===== config.mk =====
export PLATFORM = sky130hd
export DESIGN_NAME = br_multi
export DESIGN_NICKNAME = d
export VERILOG_FILES = /design/src/rtl/br_multi.sv
export SDC_FILE = /design/constraint.sdc
export NUM_CORES = 1
export LEC_CHECK = 0
export CAP_MARGIN = 20
export CORE_AREA = 2 2 315 317
export CTS_CLUSTER_DIAMETER = 200
export DETAILED_ROUTE_END_ITERATION = 6
export DIE_AREA = 0 0 317 319
export PLACE_DENSITY_LB_ADDON = 0.2
export RECOVER_POWER = 100
export REMOVE_ABC_BUFFERS = 1
export SYNTH_ARGS = -nofsm -noshare
export SYNTH_HDL_FRONTEND = slang
export SYNTH_SLANG_ARGS = --single-unit

===== constraint.sdc =====
create_clock -name clk -period 4.5 [get_ports clk]
set_input_delay 0.9 -clock clk [delete_from_list [all_inputs] [get_ports clk]]
set_output_delay 0.9 -clock clk [all_outputs]
set_load 0.02 [all_outputs]

===== src/rtl/br_multi.sv =====
// -----------------------------------------------------------------------------
// br_multi -- multi-ported register file with a hardware clear sweep.
//
// Two combinational read ports and one synchronous write port. Register 0 is
// hard-wired to zero. A clear request, or reset, starts a sweep that zeroes
// registers 1..DEPTH-1, one per clock. Host writes that collide with a sweep
// are discarded and reported one cycle later on wr_drop.
//
// Optional feature: define BR_BYPASS_EN to forward same-cycle write data to a
// read port whose address matches the write address.
//
// Parameters:
//   WIDTH   data bits per register
//   DEPTH   number of registers (power of two, >= 4)
//
// Ports:
//   clk      rising-edge clock
//   rst_n    synchronous active-low reset; starts a clear sweep on release
//   a1, a2   read addresses, ports 1 and 2
//   a3       write address
//   wd3      write data
//   we3      write enable
//   clr      request a full clear sweep
//   rd1,rd2  read data, ports 1 and 2 (combinational)
//   busy     high while the clear sweep runs (and while rst_n is low)
//   done     one-cycle pulse after the last register is cleared
//   wr_drop  one-cycle pulse: the previous cycle's write was discarded
// -----------------------------------------------------------------------------
module br_multi #(
  parameter  int WIDTH = 32,
  parameter  int DEPTH = 32,
  localparam int AW    = $clog2(DEPTH)
) (
  input  logic             clk,
  input  logic             rst_n,
  input  logic [AW-1:0]    a1,
  input  logic [AW-1:0]    a2,
  input  logic [AW-1:0]    a3,
  input  logic [WIDTH-1:0] wd3,
  input  logic             we3,
  input  logic             clr,
  output logic [WIDTH-1:0] rd1,
  output logic [WIDTH-1:0] rd2,
  output logic             busy,
  output logic             done,
  output logic             wr_drop
);

  localparam logic [0:0]    S_IDLE   = 1'b0;
  localparam logic [0:0]    S_CLEAR  = 1'b1;
  localparam logic [AW-1:0] IDX_LAST = AW'(DEPTH - 1);

  logic [WIDTH-1:0] mem_q [DEPTH];

  logic [0:0]       state_q, state_d;
  logic [AW-1:0]    idx_q, idx_d;
  logic             done_q, done_d;
  logic             wr_drop_q, wr_drop_d;

  logic             wr_en;
  logic [AW-1:0]    wr_addr;
  logic [WIDTH-1:0] wr_data;
  logic             host_wr_req;

  // Writes to register 0 are silently ignored, so they never count as drops.
  assign host_wr_req = we3 && (a3 != '0);

  // ---------------------------------------------------------------------------
  // Next-state and array write-port selection
  // ---------------------------------------------------------------------------
  always_comb begin
    // NOTE: every output of this block gets a default first so no path
    // leaves a signal unassigned, which would otherwise infer a latch.
    state_d   = state_q;
    idx_d     = idx_q;
    done_d    = 1'b0;
    wr_drop_d = 1'b0;
    wr_en     = 1'b0;
    wr_addr   = a3;
    wr_data   = wd3;

    case (state_q)
      S_IDLE: begin
        if (clr) begin
          // Clear wins over a same-cycle write; the write is reported dropped.
          state_d   = S_CLEAR;
          idx_d     = AW'(1);
          wr_drop_d = host_wr_req;
        end else if (host_wr_req) begin
          wr_en = 1'b1;
        end
      end
      default: begin  // S_CLEAR: the sweep owns the write port
        wr_en     = 1'b1;
        wr_addr   = idx_q;
        wr_data   = '0;
        wr_drop_d = host_wr_req;
        if (idx_q == IDX_LAST) begin
          state_d = S_IDLE;
          done_d  = 1'b1;
        end else begin
          idx_d = idx_q + AW'(1);
        end
      end
    endcase
  end

  // ---------------------------------------------------------------------------
  // Control registers. Reset parks the FSM at the start of a sweep, so the
  // array is zeroed by the sweep after release rather than by reset itself.
  // ---------------------------------------------------------------------------
  always_ff @(posedge clk) begin
    // NOTE: sequential state uses non-blocking assignments so every register
    // samples the pre-edge values regardless of block evaluation order.
    if (!rst_n) begin
      state_q   <= S_CLEAR;
      idx_q     <= AW'(1);
      done_q    <= 1'b0;
      wr_drop_q <= 1'b0;
    end else begin
      state_q   <= state_d;
      idx_q     <= idx_d;
      done_q    <= done_d;
      wr_drop_q <= wr_drop_d;
    end
  end

  // NOTE: the array has no reset branch; it is cleared by the sweep, which
  // keeps it mappable to plain RAM/flop arrays without a reset fan-out.
  // A write pending on the reset edge is simply lost.
  always_ff @(posedge clk) begin
    if (rst_n && wr_en) begin
      mem_q[wr_addr] <= wr_data;
    end
  end

  // ---------------------------------------------------------------------------
  // Read ports
  // ---------------------------------------------------------------------------
  logic [WIDTH-1:0] arr_rd1, arr_rd2;

  // Register 0 is never written, so it is forced to zero on the read side.
  assign arr_rd1 = (a1 == '0) ? '0 : mem_q[a1];
  assign arr_rd2 = (a2 == '0) ? '0 : mem_q[a2];

`ifdef BR_BYPASS_EN
  // Forward only when the write will really land on the next edge.
  logic fwd_ok;
  assign fwd_ok = (state_q == S_IDLE) && !clr && host_wr_req;
  assign rd1    = (fwd_ok && (a3 == a1)) ? wd3 : arr_rd1;
  assign rd2    = (fwd_ok && (a3 == a2)) ? wd3 : arr_rd2;
`else
  assign rd1 = arr_rd1;
  assign rd2 = arr_rd2;
`endif

  // busy also covers the reset interval itself, before the first reset edge.
  assign busy    = (state_q == S_CLEAR) || !rst_n;
  assign done    = done_q;
  assign wr_drop = wr_drop_q;

endmodule


==> impl_metrics.ini <==
[synthesis]
synth_edf_count = 1024
ys_types = 49
syn_inst = 2489
synth-seq-cells = 1032
async_flop_share_pct = 0
yosys_most_used_dff = edfxtp_1
synth.avg_cell_area_um2 = 19.5
ys.warnings.count = 0
synth-seq-area-share_pct = 63.6
netlist_area_um2 = 48600

[setup_path]
crit_path_start_kind = input pin
cp_max_fo = 12
critPathLaunch = a1[3]
required_ns = 3.60
cp.arrival_ns = 3.60
rr_startpoint = state_q$_SDFF_PN1_
cp-end-kind = output pin
crit_type = input pin to output pin

[timing]
tightest_slew_ns = 2.14
post-route-period-util_pct = 100
rsz0062_at_grt = false
final_max_slew_viol_count = 403
setup-violations-final = 0
hold_ws_ns = 0.581
skew_ns = 0.0232
hold_viol_final = 0
timing.fmax_mhz = 222
setup_ws_ns = 0.000653
slew_headroom_pct = -42.9
period_minus_slack_ns = 4.50

[routing]
dr.first_iter.drc_count = 4068
wire_per_inst_um = 37.3
first_pass_iters = 6
via_count = 29000
ant_nets = 0
routed_wirelength_um = 153000
drc = 0
drt-vias-per-instance = 7.07

[placement]
dpl.hpwl_um = 88600
io_buffers = 117
gp_congestion = 0.831
dpl_worst_slack_ns = -0.0541

[floorplanning]
boundaryPins = 118
fp-row-count = 115
die_y_um = 319
dieArea_um2 = 101000
die_w_um = 317
core_um2 = 97700
initial_core_util_pct = 49.7

[final_layout]
final_util_pct = 56.5
final_layout_size_suffix_gt1_share_pct = 31.0
layout.nets = 2773
final_common_cell = edfxtp_1
register_area_um2 = 30900
multi_input_area_um2 = 16500
layout_common_cells = edfxtp_1, mux4_2, mux2i_1
fill_cells = 7249
syn_to_final_growth_pct = 13.7

[worst_hold_path]
hold_class = flop to flop
min_from = idx_q[0]$_SDFFE_PN1P_

[global_route]
overflow = 0
grt_max_degree = 51
grt_first_pass_wirelength_um = 216000
grt_usage_pct = 30.4
grt_pass1_vias = 29800
antenna_found_initial = 5

[clock_network]
path_clk_slew_ns = 0.06
root_buffer = clkbuf_16
tritoncts = done
postCtsHoldBufs = 0
cts_buffers = 105
cts_sinks = 1032
clk_latency_ns = 0.68
htree_num_levels = 3
clk_path_buf_depth = 3

[power]
peakVddDrop_mv = 0.280
leakagePower_nw = 17.8
powerDensity_nw_per_um2 = 381

[status]
status = finished, violations left
violations = capacitance limit, slew limit

[job]
drv_cap = 13
through the flow:
step	setup TNS, ns	std cells	instance area (um2)	power, mW
after floorplan	0	2280	47200	11.7
after global placement	-0.110	3884	52400	12.7
after detailed placement	-0.0541	3884	52400	12.7
after CTS	0	4081	55800	21.1
after global routing	0	4097	55200	21.6
final	0	4098	55200	21.0
critical path, stage by stage:
cell and delay (ns):
clkbuf_2 0.38, nor2b_4 0.41, buf_4 0.34, a22oi_1 0.17
a311oi_2 0.57, buf_4 0.21, clkdlybuf4s50_1 0.59
sequential cells by signal, indices dropped and copies added, names as in the netlist:
signal and count:
idx_q 5, state_q 1, mem_q 1024, done 1, wr_drop 1
Yosys cell counts, types with 44 or more instances:
cell type  number  area share (%)
a211oi_1       68             1.1
a221oi_1       44            0.79
mux2i_1       131             2.7
a311oi_1       64             1.2
nand2_1        45            0.35
nor2b_1       100             1.3
mux2_2         67             1.6
edfxtp_1     1024              63
o21ai_1        78            0.80
clkbuf_1       56            0.43
buf_2          64            0.66
mux4_2        408              19
a22oi_1        65             1.0
cell type report:
class / count / share of cell area (%)
well taps: 1287 / 2.92
repair buffers: 333 / 5.26
multi-input cells: 1242 / 29.8
diodes: 1 / 0.00453
clock inverters: 55 / 0.904
inverters: 6 / 0.0453
flip-flops and latches: 1032 / 56.0
clock buffers: 142 / 5.12
cell families (layout without fill, tap and decap cells):
| kind of cell | count (synthesis) | after routing | synth area share [%] |
|---|---|---|---|
| simple gates | 208 | 208 | 2.28 |
| compound gates | 386 | 386 | 5.75 |
| flops | 1032 | 1032 | 63.6 |
| other cells | 0 | 1 | 0 |
| buf+inv | 215 | 536 | 2.96 |
| fa+ha+maj | 2 | 2 | 0.0515 |
| mux | 646 | 646 | 25.3 |
metal layers:
metal  wire, um  global-route usage [%]  vias up
met5          0                       0        -
met4       5390                    9.70        0
met3      16300                    5.16      333
met2      72300                    47.8     1962
met1      58700                    43.7    15400
li1           -                       -    11300
where the power goes:
group	total (mW)	internal (mW)	switching (mW)
Combinational	1.94	0.843	1.10
Sequential	10.5	10.5	0.0378
Clock	8.54	4.86	3.68
Total	21.0	16.2	4.81
path summary, 6_finish.rpt:
kind,end,slack (ns),depth (start not counted)
worst max-delay path,rd1[1],0.0007,7
worst min-delay path,idx_q[0]$_SDFFE_PN1P_,0.58,1
worst max register to register,mem_q[22][7]$_DFFE_PP_,0.17,4
worst min register to register,idx_q[0]$_SDFFE_PN1P_,0.58,1
repair_timing:
action                     4_1_cts  5_1_grt
resized for setup                1        0
setup endpoints to repair        1        0
buffers inserted                 0        0
(Power assumes the default switching activity.)
